[config.mk]
export PLATFORM = sky130hd
export DESIGN_NAME = uart_tx_feeder
export DESIGN_NICKNAME = d
export VERILOG_FILES = /design/src/rtl/uart_pkg.sv /design/src/rtl/uart_sync_fifo.sv /design/src/rtl/uart_tx_feeder.sv
export SDC_FILE = /design/constraint.sdc
export NUM_CORES = 1
export LEC_CHECK = 0
export ABC_AREA = 1
export BUFFER_PORTS_ARGS = -buffer_cell sky130_fd_sc_hd__buf_2
export CAP_MARGIN = 40
export CORE_UTILIZATION = 54
export CTS_CLUSTER_DIAMETER = 120
export DETAILED_ROUTE_END_ITERATION = 12
export GPL_TIMING_DRIVEN = 0
export PLACE_DENSITY = 0.86
export SYNTH_ARGS = -nofsm -noshare
export SYNTH_HDL_FRONTEND = slang
export SYNTH_SLANG_ARGS = --single-unit
export TNS_END_PERCENT = 30
[constraint.sdc]
create_clock -name txclk_i -period 2.4 [get_ports txclk_i]
set_clock_uncertainty 0.2 [all_clocks]
set_input_delay 0.24 -clock txclk_i [delete_from_list [all_inputs] [get_ports txclk_i]]
set_output_delay 0.24 -clock txclk_i [all_outputs]
set_load 0.02 [all_outputs]
[src/rtl/uart_pkg.sv]
// uart_pkg: constants and feeder state type shared by the UART transmitter blocks
//   UART_DATA_W     - width of a transmitted word
//   UART_FRAME_BITS - bit periods per frame (start + 9 data + parity + stop)
//   feeder_state_e  - IDLE / SEND / GAP states of uart_tx_feeder
package uart_pkg;
   localparam int UART_DATA_W     = 9;
   localparam int UART_FRAME_BITS = 12;
   typedef enum logic [1:0] {IDLE, SEND, GAP} feeder_state_e;
endpackage

[src/rtl/uart_sync_fifo.sv]
// uart_sync_fifo: synchronous FIFO with push/pop/flush and registered occupancy
//   clk_i, rst_i       - clock, synchronous active-high reset
//   push_i, data_i     - write request and word (refused when full or flushing)
//   pop_i, data_o      - read request and head word (data_o shows the head combinationally)
//   flush_i            - drop all queued words on the next edge
//   full_o, empty_o    - derived from the registered count
//   count_o            - registered number of queued words
module uart_sync_fifo
   import uart_pkg::*;
#(
   parameter int W     = UART_DATA_W,
   parameter int DEPTH = 8
) (
   input  logic                   clk_i,
   input  logic                   rst_i,
   input  logic                   push_i,
   input  logic                   pop_i,
   input  logic                   flush_i,
   input  logic [W-1:0]           data_i,
   output logic [W-1:0]           data_o,
   output logic                   full_o,
   output logic                   empty_o,
   output logic [$clog2(DEPTH):0] count_o
);
   localparam int AW = $clog2(DEPTH);
   logic [W-1:0]  mem_q [DEPTH];
   logic [AW-1:0] wr_ptr_q, rd_ptr_q;
   logic [AW:0]   count_q, count_d;
   logic          do_push, do_pop;
   assign full_o  = count_q == (AW+1)'(DEPTH);
   assign empty_o = count_q == '0;
   // full blocks a push even when a pop frees a slot in the same cycle
   assign do_push = push_i && !full_o && !flush_i;
   assign do_pop  = pop_i && !empty_o;
   assign count_d = count_q + (AW+1)'(do_push) - (AW+1)'(do_pop);
   assign data_o  = mem_q[rd_ptr_q];
   assign count_o = count_q;
   always_ff @(posedge clk_i) begin
      if (rst_i) begin
         wr_ptr_q <= '0;
         rd_ptr_q <= '0;
         count_q  <= '0;
      end else if (flush_i) begin
         rd_ptr_q <= wr_ptr_q;
         count_q  <= '0;
      end else begin
         if (do_push) wr_ptr_q <= wr_ptr_q + AW'(1);
         if (do_pop) rd_ptr_q <= rd_ptr_q + AW'(1);
         count_q <= count_d;
      end
   end
   always_ff @(posedge clk_i) if (do_push) mem_q[wr_ptr_q] <= data_i;
endmodule

[src/rtl/uart_tx_feeder.sv]
// uart_tx_feeder: buffers words and paces them to the UART, one frame then an idle gap
//   txclk_i, reset_i         - UART tx clock, synchronous active-high reset
//   in_valid_i, in_data_i    - producer word, taken when in_ready_o is high
//   in_ready_o               - FIFO has room (registered count < DEPTH)
//   flush_i                  - discard queued words; the frame in flight continues
//   tx_enable_o, tx_data_o   - to the UART; data stable while enable is high
//   busy_o                   - sending a frame or in the inter-frame gap
//   fifo_count_o             - registered number of queued words
module uart_tx_feeder
   import uart_pkg::*;
#(
   parameter int DEPTH        = 8,
   parameter int CLKS_PER_BIT = 1,
   parameter int FRAME_BITS   = UART_FRAME_BITS,
   parameter int GAP_CYCLES   = 2
) (
   input  logic                   txclk_i,
   input  logic                   reset_i,
   input  logic                   in_valid_i,
   input  logic [UART_DATA_W-1:0] in_data_i,
   output logic                   in_ready_o,
   input  logic                   flush_i,
   output logic                   tx_enable_o,
   output logic [UART_DATA_W-1:0] tx_data_o,
   output logic                   busy_o,
   output logic [$clog2(DEPTH):0] fifo_count_o
);
   localparam int FRAME_LEN = FRAME_BITS * CLKS_PER_BIT;
   localparam int FW        = $clog2(FRAME_LEN + 1);
   localparam int GW        = $clog2(GAP_CYCLES + 1);
   feeder_state_e          state_q;
   logic [FW-1:0]          frame_cnt_q;
   logic [GW-1:0]          gap_cnt_q;
   logic                   tx_enable_q;
   logic [UART_DATA_W-1:0] tx_data_q, head;
   logic                   full, empty, pop;
   // pop only from IDLE and only on the registered count, so a word pushed
   // this cycle is never popped in the same cycle
   assign pop         = state_q == IDLE && !empty;
   assign in_ready_o  = !full;
   assign busy_o      = state_q != IDLE;
   assign tx_enable_o = tx_enable_q;
   assign tx_data_o   = tx_data_q;
   uart_sync_fifo #(.W(UART_DATA_W), .DEPTH(DEPTH)) u_fifo (
      .clk_i   (txclk_i),
      .rst_i   (reset_i),
      .push_i  (in_valid_i),
      .pop_i   (pop),
      .flush_i (flush_i),
      .data_i  (in_data_i),
      .data_o  (head),
      .full_o  (full),
      .empty_o (empty),
      .count_o (fifo_count_o)
   );
   always_ff @(posedge txclk_i) begin
      if (reset_i) begin
         state_q     <= IDLE;
         frame_cnt_q <= '0;
         gap_cnt_q   <= '0;
         tx_enable_q <= 1'b0;
         tx_data_q   <= '0;
      end else begin
         unique case (state_q)
            IDLE: begin
               tx_enable_q <= pop;
               if (pop) begin
                  tx_data_q   <= head;
                  frame_cnt_q <= '0;
                  state_q     <= SEND;
               end
            end
            SEND: begin
               frame_cnt_q <= frame_cnt_q + FW'(1);
               if (frame_cnt_q == FW'(FRAME_LEN - 1)) begin
                  tx_enable_q <= 1'b0;
                  gap_cnt_q   <= '0;
                  state_q     <= GAP;
               end
            end
            GAP: begin
               tx_enable_q <= 1'b0;
               gap_cnt_q   <= gap_cnt_q + GW'(1);
               if (gap_cnt_q == GW'(GAP_CYCLES - 1)) state_q <= IDLE;
            end
            default: state_q <= IDLE;
         endcase
      end
   end
endmodule

==> flow_summary_export.csv, run 1 <==
group,metric,value,unit
synthesis,synthTopCellsByCount,"nand2_1 (131), inv_1 (73), edfxtp_1 (72), nand3_1 (64), dfxtp_1 (28)",
power,comb_power_share,0.388,
clocking,root_buffer,"clkbuf_8",
synthesis,syn_area_per_cell,9.504,um^2
critical_path,cp_slowest_cell,"nor2_1",
synthesis,synthAdderAreaFrac,0.04090,
detailed_routing,post_drt_wl_per_cell,15.39,um
placement,post-place-ws,-0.08881,ns
critical_path,max_stage_delay,0.70,ns
run,maxCapViolCount,0,
finish,drive_above_1_share,0.1499,
critical_path,crit_top_cell,"inv_2",
grt,antenna_found_initial,0,
sta,final_max_slew_viol_count,0,
sta,fmax,423.4,MHz
floorplan,rows,32,
floorplan,core,7848,um^2
clocking,cts_sinks,100,
floorplan,start_util,0.5692,
synthesis,synth_compound_area_frac,0.03866,
synthesis,async_flop_share,0,
synthesis,synthMuxAreaShare,0,
grt,grt_pass1_wl,14900,um
clocking,clockBufferDepth,2,
floorplan,die_w,92.95,um
critical_path,critPathLaunchType,"input port",
detailed_routing,drt_first_pass_iters,5,
synthesis,synthesis.area,4467,um^2
critical_path,path_cells,"dlygate4sd3_1 > buf_2 > inv_2 > nand3_1 > inv_2 > nand2_2 > nor2_1",
synthesis,yosysTopAreaCell,"edfxtp_1",
synthesis,synth_ff_type,"edfxtp_1",
floorplan,io_pins,29,
critical_path,end_kind,"flip-flop",
synthesis,synth_area_leaders,"edfxtp_1 (48%), dfxtp_1 (13%), nand2_1 (11%)",
power,switching_power,1.982,mW
power,swShare,0.3891,
clocking,numCtsBuffers,9,
detailed_routing,drc,0,
floorplan,design.die.area,8640,um^2
sta,setup_viol,0,
sta,hold_viol,0,
detailed_routing,wl,9680,um
sta,relSlewSlack,0.3901,
power,p_int,3.112,mW
synthesis,synth_cells,470,
finish,fin_util,0.6445,
sta,grt_setup_unrepaired,"yes",
finish,antenna_cells,0,
power,seq_power_share,0.418,
synthesis,synth-seq-cells,100,
critical_path,arrival,2.16,ns
synthesis,synth_cell_type_count,29,
detailed_routing,vias,3329,
critical_path,timing.critical_path.buf_inv,4,
grt,grt_max_degree,18,
synthesis,yosys_warnings,0,
synthesis,synth_top_area_share,0.4840,
detailed_routing,routed_via_density,5.293,
detailed_routing,ant_nets,0,
critical_path,required,2.19,ns
critical_path,crit_family,"simple AND/OR/NAND/NOR gates",
sta,setup_ws,0.03810,ns
clocking,cts_tree,"yes",
power,p_per_area,1007,nW/um^2
sta,tightest_slew,0.9115,ns
placement,hpwl,6355,um
power,ir_drop,0.4061,mV
finish,syn2layout_area_growth,13.22,%
synthesis,synthMostInstantiatedCell,"nand2_1",
sta,period_minus_slack,2.362,ns
floorplan,die-height,92.95,um
placement,portBuffers,27,
grt,track_usage,0.2319,
clocking,h-tree-depth,3,
sta,fin_setup_tns,0,ns
synthesis,synth_edf_count,72,
power,clkPwrFrac,0.195,
detailed_routing,drtIter0Drc,375,
finish,nets,549,
clocking,clk_latency,0.37,ns
placement,routabilityCongestion,0.8308,
run_status,status,"complete, no violations",
hold_path,hold_class,"input port to flip-flop",
sta,hold_slack,0.1071,ns
critical_path,critPathMaxFanout,9,
synthesis,synth_xor_area_frac,0.001961,
synthesis,synth-seq-area-share,0.6095,
synthesis,syn_nets,497,
grt,grt_pass1_vias,3185,
synthesis,synth_top_family_by_area,"simple AND/OR/NAND/NOR gates",
grt,overflow,0,
sta,final.period_utilization,0.9841,
synthesis,yosys.area_share.simple,0.2126,
power,leakage,2.175,nW
clocking,clkTransAtPathRegs,0.09,ns
critical_path,crit_type,"input port to flip-flop",
[sequential cells by signal, summed over array words and instances (netlist names)]
name             flops
frame_cnt_q          4
tx_enable_o          1
u_fifo.count_o       4
gap_cnt_q            2
u_fifo.rd_ptr_q      3
state_q              2
tx_data_o            9
u_fifo.wr_ptr_q      3
u_fifo.mem_q        72
[layout by cell type, fill, tap and decap left out, drive strengths merged]
master,synthesis,final
nand4,2,2
dfxtp,28,28
xor2,1,1
nand3,64,64
inv,82,85
nand3b,2,2
nand2,133,133
fa,1,1
a21oi,22,22
clkinvlp,0,1
dlygate4sd3,0,11
o21a,1,1
a211oi,2,2
ha,13,13
clkinv,2,4
buf,11,41
o21ai,8,8
and3,1,1
clkbuf,3,13
edfxtp,72,72
or2,1,1
nor2,21,21
[per-stage QoR]
| stage | cell area [um^2] | cells | total power, mW |
|---|---|---|---|
| 3_5_place_dp | 4730 | 599 | 3.980 |
| 5_1_grt | 5057 | 629 | 5.389 |
| 2_1_floorplan | 4467 | 470 | 3.471 |
| 4_1_cts | 5025 | 626 | 4.971 |
| 6_report | 5057 | 629 | 5.094 |
| 3_3_place_gp | 4730 | 599 | 3.891 |
[path summary, 6_finish.rpt]
path,endpoint,start,cells past startpoint,slack (ns)
worst max-delay path,u_fifo.mem_q[4][7],flush_i,7,0.04
worst min-delay path,u_fifo.wr_ptr_q[1],in_valid_i,3,0.11
worst max register to register,u_fifo.mem_q[4][7],u_fifo.count_o[2],7,0.04
worst min register to register,tx_data_o[2],tx_data_o[2],2,0.27
[timing repair]
action                                 4_1_cts  5_1_grt
setup endpoints to repair                   21       57
endpoints found under the hold margin       74        0
hold buffers                                11        0
gates resized for setup                      4        5
pin swaps                                    0        1
gates cloned                                 0        0
buffers inserted                             0        3
[final cells by class]
cell class | instances | area (um^2)
Sequential cell | 100 | 2723
Buffer | 14 | 113.9
Tap cell | 102 | 127.6
Timing Repair Buffer | 41 | 267.8
Multi-Input combinational cell | 272 | 1331
Clock inverter | 6 | 46.29
Inverter | 84 | 320.3
Clock buffer | 10 | 127.6
Fill cell | 615 | 2790
[power by group through the flow]
| stage | Combinational (mW) | Sequential [mW] | Clock (mW) |
|---|---|---|---|
| after floorplan | 1.19 | 2.28 | 0 |
| after global placement | 1.73 | 2.16 | 0 |
| after detailed placement | 1.81 | 2.17 | 0 |
| after CTS | 1.86 | 2.13 | 0.989 |
| after global routing | 2.18 | 2.15 | 1.06 |
| final | 1.97 | 2.13 | 0.992 |
[layer usage]
metal / up-vias / wire length [um] / global-route usage
met5: - / 0 / 0
met4: 0 / 255 / 0.1051
met3: 26 / 815 / 0.05008
met2: 141 / 4714 / 0.3811
met1: 1540 / 3894 / 0.2937
li1: 1622 / - / -
[worst reg2reg max path: stages, from the launching register on]
cell,delay (ns)
dfxtp_1,0.34
inv_2,0.06
ha_1,0.19
nand3_1,0.10
nand3_1,0.18
inv_2,0.14
nand2_2,0.09
nor2_1,0.70
[logic make-up (layout without fill, tap and decap cells)]
family | after synthesis | count (layout)
and+or+nand+nor | 224 | 224
DFF | 100 | 100
buffers and inverters | 98 | 155
AOI/OAI and AO/OA | 33 | 33
adders and majority gates | 14 | 14
xor gates and xnor gates | 1 | 1
Power figures use the tool's default switching activity.
==> inputs of run 2 (changes only) <==
CORE_MARGIN = 1.5   (was unset)
==> run 2 against run 1 <==
Against the previous run: the flow now finishes with violations (setup timing); total power about the same; global-route usage rose by 0.40 points; hold slack improved by 0.019 ns; die area rose by 2.2%; fmax shrank 2.9%; clock power rose by 5%; clock-buffer cell count fell by 1; flip-flop and latch count stayed put; setup slack worse by 0.070 ns; sequential share of layout area down 0.093 points; via count increased by 0.18%; cell area increased by 0.17%; largest power group unchanged.
==> flow_summary_export.csv, run 2 (same netlist as run 1, synthesis figures left out) <==
group,metric,value,unit
finish,largest_reg_flops,72,
critical_path,worst-path-stages,7,
detailed_routing,routed_via_density,5.319,
detailed_routing,drtIter0Drc,285,
run,maxCapViolCount,0,
critical_path,rrSetupSlack,-0.03,ns
floorplan,die-height,93.95,um
floorplan,io_pins,29,
grt,overflow,0,
finish,antenna_cells,0,
sta,hold_viol,0,
finish,multiInputGateArea,1336,um^2
sta,tightest_slew,0.9014,ns
finish,regArea,2723,um^2
placement,portBuffers,27,
sta,setup_ws,-0.03222,ns
sta,final_max_slew_viol_count,0,
finish,fin_cells,627,
run_status,status,"complete, but fails checks",
critical_path,rr_startpoint,"u_fifo.count_o[2]",
critical_path,cp_slowest_cell,"nor2_1",
critical_path,path_cells,"inv_1 > ha_1 > nand3_1 > nand3_1 > inv_2 > nand2_2 > nor2_1",
floorplan,start_util,0.5692,
critical_path,crit_type,"flip-flop to flip-flop",
critical_path,crit_top_cell,"nand3_1",
clocking,cts_setup_buffers,0,
detailed_routing,wl,9635,um
clocking,h-tree-depth,3,
detailed_routing,ant_nets,0,
grt,track_usage,0.2359,
finish,nets,547,
sta,grt_setup_unrepaired,"yes",
run_status,failed_checks,"setup timing",
detailed_routing,vias,3335,
power,ir_drop,0.4663,mV
detailed_routing,post_drt_wl_per_cell,15.37,um
sta,fin_setup_tns,-0.2154,ns
clocking,cts_sinks,100,
sta,fmax,411.1,MHz
floorplan,design.die.area,8827,um^2
finish,layout_common_cells,"nand2_1 (130), inv_1 (73), edfxtp_1 (72)",
placement,routabilityCongestion,0.8091,
floorplan,core,7848,um^2
clocking,clockBufferDepth,2,
critical_path,required,2.20,ns
detailed_routing,drt_first_pass_iters,5,
grt,grt_pass1_wl,15300,um
grt,grt_pass1_vias,3136,
finish,fin_util,0.6456,
critical_path,end_kind,"flip-flop",
grt,antenna_found_initial,0,
power,p_per_area,1005,nW/um^2
hold_path,whs_endpoint,"u_fifo.wr_ptr_q[1]",
finish,layout_commonest_cell,"nand2_1",
clocking,numCtsBuffers,9,
finish,syn2layout_area_growth,13.42,%
hold_path,min_path_cells,3,
finish,drive_above_1_share,0.1505,
sta,setup_viol,14,
critical_path,timing.critical_path.buf_inv,2,
floorplan,die_w,93.95,um
critical_path,arrival,2.23,ns
critical_path,critPathMaxFanout,9,
clocking,cts_tree,"yes",
clocking,clkTransAtPathRegs,0.10,ns
detailed_routing,drc,0,
critical_path,regToRegEndpoint,"u_fifo.mem_q[0][4]",
finish,regMostFlops,"u_fifo.mem_q",
clocking,root_buffer,"clkbuf_8",
critical_path,critPathLaunchType,"flip-flop",
hold_path,min_from,"in_valid_i",
critical_path,crit_family,"simple AND/OR/NAND/NOR gates",
placement,hpwl,6371,um
placement,dp_cells,600,
critical_path,max_stage_delay,0.70,ns
finish,final.fill_count,598,
power,leakage,2.178,nW
floorplan,rows,32,
sta,final.period_utilization,1.013,
critical_path,rr_worst_depth,7,
sta,relSlewSlack,0.3968,
grt,grt_max_degree,20,
sta,period_minus_slack,2.432,ns
hold_path,hold_class,"input port to flip-flop",
clocking,clk_latency,0.37,ns
## run 2: cell types whose count changed in the layout (fill, tap and decap cells not counted), sizes merged
cell | previous run | this run
clkinv | 4 | 5
buf | 41 | 39
clkbuf | 13 | 12
## run 2: worst max-delay path by stage
| stage | from | endpoint |
|---|---|---|
| CTS | u_fifo.count_o[2] | u_fifo.mem_q[3][7] |
| global placement | state_q[1] | u_fifo.count_o[2] |
| detailed placement | state_q[1] | u_fifo.count_o[2] |
| floorplan | u_fifo.count_o[2] | u_fifo.count_o[2] |
| global route | u_fifo.count_o[2] | u_fifo.mem_q[4][7] |
| finish | u_fifo.count_o[2] | u_fifo.mem_q[0][4] |
## run 2: layout make-up
class	count	area share
Buffer	14	0.02247
Clock buffer	9	0.02445
Clock inverter	7	0.01358
Inverter	84	0.06323
Multi-Input combinational cell	272	0.2638
Sequential cell	100	0.5374
Tap cell	102	0.02519
Timing Repair Buffer	39	0.04989
## run 2: per-stage QoR
step                      instance area, um^2  power [mW]  setup slack, ns  hold slack (ns)
after floorplan                          4467       3.471          0.05363           0.1389
after global placement                   4730       3.893         -0.02971           0.2530
after detailed placement                 4737       3.983         -0.08036           0.2553
after CTS                                5054       5.029       -0.0004050           0.1198
after global routing                     5066       5.414          -0.1997           0.1725
final                                    5066       5.089         -0.03222           0.1258
## run 2: power by group
part,total [mW],switching (mW),internal (mW),leakage (nW)
combinational,1.92,1.26,0.664,1.20
sequential,2.13,0.108,2.02,0.879
clock,1.04,0.635,0.404,0.0964
total,5.09,2.00,3.09,2.18
## run 2: worst min-delay path: stages
cell	delay, ns
buf_2	0.10
nand3_1	0.20
a21oi_1	0.11
## run 2: what timing repair did
| action | 4_1_cts | 5_1_grt |
|---|---|---|
| resized for setup | 5 | 4 |
| hold buffers | 11 | 0 |
| endpoints found under the hold margin | 78 | 0 |
| endpoints found under the setup margin | 20 | 43 |
## run 2: metal layers
metal | GRT usage | up-vias | part of all wire
li1 | - | 1618 | -
met3 | 0.03641 | 27 | 0.072
met5 | 0 | - | 0
met1 | 0.2986 | 1550 | 0.40
met4 | 0.1095 | 0 | 0.028
met2 | 0.3986 | 140 | 0.50
==> inputs of run 3 (changes only) <==
CAP_MARGIN = 20   (was 40)
MAX_ROUTING_LAYER = met4   (was unset)
==> run 3 against run 2 <==
Against the previous run: the run now ends clean; hold slack lost 0.024 ns; global-route usage grew 0.75 points; critical path depth grew 5; largest power group unchanged; final cell count grew 0.32%; sequential share of layout area shrank 0.70 points; die area is the same; non-clock buffer count grew 2; combinational power grew 2%; critical path type unchanged; flip-flop and latch count is the same; clock-buffer cell count is the same; sequential power is essentially flat; critical endpoint is now u_fifo.count_o[2].
==> flow_summary_export.csv, run 3 (same netlist as run 1, synthesis figures left out) <==
group,metric,value,unit
run_status,status,"complete, no violations",
clocking,clk_latency,0.38,ns
detailed_routing,wl,9766,um
finish,largest_reg_flops,72,
sta,hold_viol,0,
power,seq_power_share,0.398,
sta,period_minus_slack,2.274,ns
grt,overflow,0,
finish,drive_above_1_share,0.1632,
grt,antenna_found_initial,0,
clocking,numCtsBuffers,9,
floorplan,rows,32,
critical_path,critPathMaxFanout,4,
detailed_routing,drtIter0Drc,384,
finish,regMostFlops,"u_fifo.mem_q",
grt,grt_pass1_wl,15280,um
power,p_per_area,1040,nW/um^2
finish,antenna_cells,0,
sta,final_max_slew_viol_count,0,
placement,portBuffers,27,
finish,layout_common_cells,"nand2_1 (130), inv_1 (72), edfxtp_1 (72)",
clocking,cts_tree,"yes",
detailed_routing,routed_via_density,5.401,
clocking,cts_sinks,100,
floorplan,design.die.area,8827,um^2
power,swShare,0.3738,
sta,final.period_utilization,0.9473,
finish,layout_commonest_cell,"nand2_1",
power,comb_power_share,0.367,
grt,grt_most_used_layer,"met2",
clocking,root_buffer,"clkbuf_8",
floorplan,io_pins,29,
placement,postPlaceCellArea,4730,um^2
sta,relSlewSlack,0.5869,
grt,grt_max_degree,20,
finish,syn2layout_area_growth,14.96,%
grt,gr-usage-met2,0.4052,
power,switching_power,1.997,mW
floorplan,die-height,93.95,um
placement,routabilityCongestion,0.8209,
placement,hpwl,6307,um
power,p_int,3.345,mW
grt,track_usage,0.2433,
clocking,h-tree-depth,3,
power,totalPowerFinal,5.342,mW
power,ir_drop,0.5033,mV
floorplan,core,7848,um^2
floorplan,die_w,93.95,um
power,leakage,2.208,nW
detailed_routing,drc,0,
sta,fmax,439.8,MHz
grt,met1_usage,0.2842,
critical_path,crit_type,"flip-flop to flip-flop",
sta,hold_slack,0.1019,ns
finish,fin_util,0.6543,
clocking,clkTransAtPathRegs,0.09,ns
grt,use_met3,0.03155,
hold_path,hold_class,"input port to flip-flop",
critical_path,end_kind,"flip-flop",
detailed_routing,vias,3397,
sta,tightest_slew,0.6190,ns
power,clkPwrFrac,0.234,
detailed_routing,post_drt_wl_per_cell,15.53,um
sta,setup_viol,0,
critical_path,critPathLaunchType,"flip-flop",
clocking,clockBufferDepth,2,
critical_path,required,2.47,ns
run,maxCapViolCount,0,
detailed_routing,drt_first_pass_iters,5,
detailed_routing,ant_nets,0,
critical_path,arrival,2.34,ns
floorplan,start_util,0.5692,
grt,grt_pass1_vias,3254,
finish,nets,549,
finish,design_area,5135,um^2
## run 3: cell count changes in the layout (fill, tap and decap cells not counted), moves of 2 or more
cell / change
bufinv_16: +2
nor2_2: +3
nor2_1: -3
buf_4: +2
## run 3: path summary, 6_finish.rpt
check                        to  cells after the start         startpoint  slack [ns]
max           u_fifo.count_o[2]                     12  u_fifo.count_o[2]        0.13
min          u_fifo.wr_ptr_q[1]                      3         in_valid_i        0.10
max reg2reg   u_fifo.count_o[2]                     12  u_fifo.count_o[2]        0.13
min reg2reg        tx_data_o[2]                      2       tx_data_o[2]        0.27
## run 3: per-stage QoR
| stage | worst slack, ns | TNS [ns] | cells |
|---|---|---|---|
| 3_5_place_dp | -0.08681 | -0.5325 | 599 |
| 6_report | 0.1265 | 0 | 629 |
| 4_1_cts | 0.007814 | 0 | 626 |
| 5_1_grt | -0.02343 | -0.02343 | 629 |
| 3_3_place_gp | -0.02971 | -0.02971 | 599 |
| 2_1_floorplan | 0.05363 | 0 | 470 |
## run 3: timing repair
action / CTS / global route
resized for setup: 4 / 10
hold buffers: 11 / 0
setup endpoints to repair: 21 / 57
pin swaps: 0 / 2
setup buffers: 0 / 3
endpoints found under the hold margin: 77 / 0
## run 3: area by class of cell
type,count,area (um^2)
sequential,100,2724
fill,568,2713
multi-input combinational,272,1341
inverter,84,320.3
timing repair buffer,41,267.8
tap,102,127.6
clock buffer,9,123.9
clock inverter,7,116.4
buffer,14,113.9
## run 3: power by group through the flow
| stage | clock, mW | sequential [mW] | combinational, mW |
|---|---|---|---|
| floorplan | 0 | 2.28 | 1.19 |
| global placement | 0 | 2.16 | 1.73 |
| detailed placement | 0 | 2.17 | 1.83 |
| CTS | 1.25 | 2.13 | 1.87 |
| global route | 1.32 | 2.15 | 2.20 |
| finish | 1.25 | 2.13 | 1.96 |
## run 3: per-layer routing
layer  vias to the layer above  share of wire  wire (um)
li1                       1621              -          -
met3                        32          0.069        673
met2                       149           0.50       4882
met4                         0          0.032        312
met1                      1595           0.40       3897
met5                         -              0          0
## run 3: worst max-delay path, cell delays in order, from the launching register on
cell and delay (ns):
dfxtp_1 0.33, inv_2 0.08, ha_2 0.19, nand3_1 0.10
nand2_2 0.14, clkinv_4 0.08, ha_1 0.27, inv_1 0.06
ha_1 0.13, inv_1 0.06, fa_1 0.37, xor2_1 0.14
nor2_1 0.05
